File: config.mk
export PLATFORM = sky130hd
export DESIGN_NAME = vsq_scale_sequencer
export DESIGN_NICKNAME = d
export VERILOG_FILES = /design/src/rtl/vsq_scale_sequencer.sv
export SDC_FILE = /design/constraint.sdc
export NUM_CORES = 1
export LEC_CHECK = 0
export ABC_AREA = 1
export CAP_MARGIN = 20
export CORE_ASPECT_RATIO = 1.1
export CORE_UTILIZATION = 34
export CTS_CLUSTER_SIZE = 25
export DETAILED_ROUTE_END_ITERATION = 8
export GPL_TIMING_DRIVEN = 0
export PLACE_DENSITY = 0.46
export SLEW_MARGIN = 10
export SYNTH_ARGS = -nofsm -noshare
export SYNTH_HDL_FRONTEND = slang
export SYNTH_SLANG_ARGS = --single-unit
File: constraint.sdc
create_clock -name clk -period 9.27 [get_ports clk]
set_input_delay 2.3175 -clock clk [delete_from_list [all_inputs] [get_ports clk]]
set_output_delay 2.3175 -clock clk [all_outputs]
set_load 0.01 [all_outputs]
File: src/rtl/vsq_scale_sequencer.sv
// Per-vector scale sequencer: fetches one factor pair per vector, then streams
// VEC_LEN partial sums through a scale/shift/saturate stage with 1-cycle latency.
module vsq_scale_sequencer #(
    parameter int VEC_LEN = 16,
    parameter int PSUM_W  = 24,
    parameter int FACT_W  = 8
) (
    input  logic              clk,
    input  logic              rst,
    input  logic              start,
    input  logic              is_vsq,
    input  logic [7:0]        num_vectors,
    input  logic              fact_valid,
    output logic              fact_ready,
    input  logic [FACT_W-1:0] a_factor,
    input  logic [FACT_W-1:0] b_factor,
    input  logic              in_valid,
    output logic              in_ready,
    input  logic [PSUM_W-1:0] in_psum,
    output logic              out_valid,
    input  logic              out_ready,
    output logic [PSUM_W-1:0] out_psum,
    output logic              busy,
    output logic              done
);

    localparam int EW = (VEC_LEN > 2) ? $clog2(VEC_LEN) : 1;
    localparam int PW = PSUM_W + 17;
    localparam logic signed [PW-1:0] SAT_MAX = {{(PW-PSUM_W+1){1'b0}}, {(PSUM_W-1){1'b1}}};
    localparam logic signed [PW-1:0] SAT_MIN = {{(PW-PSUM_W+1){1'b1}}, {(PSUM_W-1){1'b0}}};

    typedef enum logic [1:0] {IDLE, FETCH, STREAM, FINISH} state_t;

    state_t              state;
    logic                mode_vsq;
    logic [7:0]          nvec;
    logic [EW-1:0]       elem_cnt;
    logic [7:0]          vec_cnt;
    logic [15:0]         scale;
    logic [2*FACT_W-1:0] fact_prod;
    logic                transfer;
    logic                last_elem;
    logic signed [PW-1:0] product;
    logic signed [PW-1:0] shifted;
    logic [PSUM_W-1:0]   scaled;

    assign fact_ready = (state == FETCH);
    assign busy       = (state != IDLE);
    assign in_ready   = (state == STREAM) && (!out_valid || out_ready);
    assign done       = (state == FINISH) && (!out_valid || out_ready);
    assign transfer   = in_valid && in_ready;
    assign last_elem  = (elem_cnt == EW'(VEC_LEN - 1));
    assign fact_prod  = a_factor * b_factor;

    // Scale is Q8.8: multiply, floor-shift by 8, then clamp to the psum range.
    always_comb begin
        product = $signed(in_psum) * $signed({1'b0, scale});
        shifted = product >>> 8;
        scaled  = shifted[PSUM_W-1:0];
        if (shifted > SAT_MAX)
            scaled = SAT_MAX[PSUM_W-1:0];
        else if (shifted < SAT_MIN)
            scaled = SAT_MIN[PSUM_W-1:0];
    end

    always_ff @(posedge clk or posedge rst) begin
        if (rst) begin
            state     <= IDLE;
            mode_vsq  <= 1'b0;
            nvec      <= '0;
            elem_cnt  <= '0;
            vec_cnt   <= '0;
            scale     <= '0;
            out_valid <= 1'b0;
            out_psum  <= '0;
        end else begin
            // Output register drains in any state so a pending result survives FETCH/FINISH.
            if (transfer) begin
                out_valid <= 1'b1;
                out_psum  <= mode_vsq ? scaled : in_psum;
            end else if (out_ready) begin
                out_valid <= 1'b0;
            end

            case (state)
                IDLE: begin
                    if (start) begin
                        mode_vsq <= is_vsq;
                        nvec     <= num_vectors;
                        elem_cnt <= '0;
                        vec_cnt  <= '0;
                        state    <= (num_vectors == 8'd0) ? FINISH : FETCH;
                    end
                end
                FETCH: begin
                    if (fact_valid) begin
                        scale <= mode_vsq ? 16'(fact_prod) : 16'd256;
                        state <= STREAM;
                    end
                end
                STREAM: begin
                    if (transfer) begin
                        if (last_elem) begin
                            elem_cnt <= '0;
                            vec_cnt  <= vec_cnt + 8'd1;
                            state    <= (({1'b0, vec_cnt} + 9'd1) < {1'b0, nvec}) ? FETCH : FINISH;
                        end else begin
                            elem_cnt <= elem_cnt + 1'b1;
                        end
                    end
                end
                FINISH: begin
                    if (!out_valid || out_ready)
                        state <= IDLE;
                end
                default: state <= IDLE;
            endcase
        end
    end

endmodule
* After elaboration in Yosys (flattened, before gate mapping)
Cells that the tools add are included.
** Word-level totals
- Register bits after elaboration :: 64
- Bits of input ports :: 55
- Output and inout port bits :: 29
- Logic and storage cells :: 62
** Operators by class
- Add/subtract/negate cells :: 3
- Multiply operators :: 2
- Order comparisons :: 3
- Equal/unequal tests :: 9
- Muxes and demuxes :: 22
- Reduce and logical (&&, ||, !) cells :: 15
** Operator list (number)
- $mux 24 :: 3
- $mul 24x17->41 :: 1
- $gt 33x24->1 const B :: 1
- $lt 33x24->1 const B :: 1
- $mux 8 :: 3
- $mul 8x8->16 :: 1
- $mux 16 :: 1
- $pmux 8 s2 :: 1
- $mux 2 :: 7
- $mux 4 :: 3
- $add 8x1->9 const B :: 1
- $lt 9x8->1 :: 1
- $add 8x1->8 const B :: 1
- $logic_not 8->1 :: 1
- $ne 2x2->1 const B :: 4
- $pmux 2 s4 :: 1
- $pmux 4 s2 :: 1
- $reduce_bool 2->1 :: 3
- $reduce_and 5->1 :: 1
- $add 4x1->4 const B :: 1
- $eq 2x2->1 const B :: 2
- $eq 4x4->1 const B :: 1
- $reduce_and 2->1 :: 2
- $reduce_and 4->1 :: 1
- other kinds (8) :: 11

* Depth between registers and ports, before layout
- Word-level depth :: 6
- Gate-level depth with buffers :: 37
- Gate-level depth less buffers :: 34

* Least setup slack after synthesis
Ideal clock, no wire load.
- Path type :: input-to-reg
- Start :: input port in_psum[23]
- End :: register out_psum[0]
- Setup time :: 0.116 ns
- Arrival :: 8.134 ns
- Required time :: 9.154 ns
- Slack :: 1.020 ns
- Cell stages on the path :: 29
- Path buffers :: 3
- Path through :: clkbuf_1 -> clkbuf_1 -> nand2_1 -> fa_1 -> fa_1 -> inv_1 -> fa_1 -> fa_1 -> fa_1 -> inv_1 -> fa_1 -> inv_1 -> ha_1 -> nand2_1 -> nor2_1 -> nand2_1 -> nor4_2 -> nand2_1 -> nand2_1 -> nand2_1 -> nand2_1 -> nand3_1 -> nor2_2 -> nand3_2 -> a21oi_4 -> buf_6 -> nand2_1 -> nand2_1 -> nand2_1
** On the way
- Longest elaborated chain between the ends :: 5
- Elaborated cells on any way between the ends :: 6
- Those cells by class :: mul: 1; order compare: 2; mux: 3
** Ends and longest elaborated chain
- from (decl) :: RTL line 19 : input logic [PSUM_W-1:0] in_psum,
- $mul 24x17->41 * :: RTL line 57 : product = $signed(in_psum) * $signed({1'b0, scale});
- $lt 33x24->1 :: RTL line 62 : else if (shifted < SAT_MIN)
- $mux 24 :: RTL line 62
- $mux 24 * :: RTL line 60 : if (shifted > SAT_MAX)
- $mux 24 * :: RTL line 80 : out_psum <= mode_vsq ? scaled : in_psum;
- to (signal assigned) :: RTL line 80
- to (decl) :: RTL line 22 : output logic [PSUM_W-1:0] out_psum,
Every way passes the cells marked *; elsewhere a longest branch is shown, timed or not.
A chain may end at the register's enable or synchronous reset.

* Worst setup path after layout
- Start :: input port in_psum[2]
- End :: register out_psum[8]
The elaborated chain is that of the path after synthesis.

==> out/qor.txt <==
Crit Path Category: primary input to flop
Endpoint class of the critical path: flop
Antenna-violating nets left: 0
Relative slew slack: 24.3%
Setup Viol. Count Final: 0
Async S/R FF share, synth: 100%
Max-cap violations: 0
Clock transition at path regs: 60 ps
Largest net degree at the start of global routing: 64
Clock sink total: 64
Cell repeated most along the worst path: nand2_1
# diodes: 0
Vias in the first global route: 17821
Placed cell area: 21800 sq um
DRT Pass-1 Iters: 5
CTS root buf: clkbuf_16
Synth cell types: 50
Worst Path Required: 9490 ps
Slowest cell on crit path: fa_1
Cell Rows: 93
GRT Overall Usage: 22.0%
Via-per-instance ratio: 4.65
Layout cells sized above 1: 4.81%
Post-Syn Area: 20400 sq um
Finished Cell Area: 22200 sq um
Drt drc: 0
Die ar.: 61000 sq um
RSZ-0062 raised after global routing: no
Final HPWL DP: 54500 microns
Yosys reg bits: 64
Worst Tran Pin Value: 1140 ps
Final WS setup: 293 ps
Grt total ovfl: 0
GP Congestion: 0.906
Later-pin clock latency in the skew report: 330 ps
Fmax: 111 MHz
Syn_area_per_cell: 7.53 sq um
Antenna violations before repair: 1
Crit path DAT: 9200 ps
Total number of vias: 16393
Syn_nets: 3318
Post-synthesis sequential area ratio: 7.85%
Setup skew after layout: 10.8 ps
Fin. max-slew vios: 0
CTS Buf Count: 9
Port bufs: 44
Fillers: 6346
Area grow syn2layout: 8.81%
Primary FF master, synth: dfrtp_1
Most common cell after layout, fill and taps aside: inv_1
Core footprint: 58900 sq um
Die height: 259 microns
Tmin final: 8980 ps
Number of flops mapped to enable cells by yosys: 0
Final net count: 3371
Critical Path Start Type: primary input
Tightest Hold Check Type: flop to flop
Endpoints failing hold: 0
Most frequent cells in the layout: inv_1, nand2_1, fa_1, ha_1, nor2_1
Setup TNS: 0 ps
Detailed router's first-iteration violation count: 772
CTS tree: built
H-tree depth: 3
Tcrit/Tclk final: 96.8%
Clock Tree Buf Depth: 2
Dpl ws: -554 ps
Hold_ws: 486 ps
CP max FO: 10
First-pass GRT wire length: 102000 microns
Routed WL: 64200 microns
Synth Instances: 2708
Die width: 236 microns
Status: finished clean
Initial Util: 34.6%
Slowest stage delay, CP: 580 ps
Top Ports: 84
Yosys Warn Count: 0
Wirelength per Cell: 18.2 microns
-- state kept, by name, summed over array words and instances (netlist names) --
name and count:
out_psum 24, mode_vsq 1, vec_cnt 8, elem_cnt 4, state 2, scale 16
nvec 8, out_valid 1
-- metal layers --
metal	share of wire [%]	vias up	global-route usage [%]
li1	-	7768	-
met5	0.053	-	0
met4	2.4	4	5.16
met1	44	8192	28.8
met3	3.6	75	1.94
met2	50	354	39.4
-- metrics by stage --
| step | utilization [%] | instances |
|---|---|---|
| final | 37.7 | 3526 |
| after global routing | 37.7 | 3526 |
| after CTS | 37.7 | 3529 |
| after detailed placement | 37.1 | 3513 |
| after global placement | 37.0 | 3512 |
| after floorplan | - | 2708 |
-- logic make-up (layout without fill, tap and decap cells) --
family          count (synthesis)  in the layout  share of synthesized area, %
xor+xnor                       44             44                          1.89
fa+ha+maj                     555            555                          49.2
compound gates                158            158                          4.54
mux                             1              1                        0.0552
buf+inv                       902            960                          16.8
flops                          64             64                          7.85
simple gates                  984            984                          19.7
-- timing repair --
| action | CTS | global route |
|---|---|---|
| endpoints found under the setup margin | 22 | 23 |
| resized for setup | 15 | 45 |
| hold buffers | 0 | 0 |
| setup buffers | 0 | 2 |
-- critical path: cells and delay by family --
family / cells / cell delay [ps]
AOI/OAI and AO/OA: 2 / 500
adders and majority gates: 7 / 3360
buffers and inverters: 8 / 1420
and+or+nand+nor: 12 / 1550
-- cell usage after synthesis (all sizes together) (5+ instances only) --
cell type  instances  area share, %
ha               144            8.8
fa               411             40
nand2            786             15
nand3             43            1.1
nor4               5           0.26
a31oi              6           0.18
dfrtp             64            7.9
a21oi             78            2.1
o22ai              5           0.15
clkbuf           119            2.2
o21ai             40            1.0
buf                5           0.29
inv              778             14
xnor2             14           0.60
o21bai             9           0.33
xor2              30            1.3
nor3              13           0.39
nor2             125            2.5
-- worst paths after layout --
check	to	depth (start not counted)	slack, ps	start
min in group asynchronous	out_valid	2	2190	rst
setup / recovery	out_psum[8]	29	290	in_psum[2]
max in group asynchronous	vec_cnt[4]	3	6580	rst
hold reg to reg	out_psum[2]	2	490	out_psum[2]
hold / removal	out_psum[2]	2	490	out_psum[2]
setup reg to reg	out_psum[8]	30	1200	scale[7]
-- layout make-up --
type / count / area, sq um / share of cell area [%]
timing repair buffer: 47 / 483 / 2.18
clock buffer: 9 / 225 / 1.01
inverter: 778 / 2930 / 13.2
tap: 760 / 951 / 4.28
clock inverter: 7 / 103 / 0.462
sequential: 64 / 1600 / 7.22
buffer: 119 / 532 / 2.40
multi-input combinational: 1742 / 15400 / 69.3
Power is left out: the tool's default activity adds up to more than one toggle a clock period on the data nets, which glitch-free logic cannot reach.
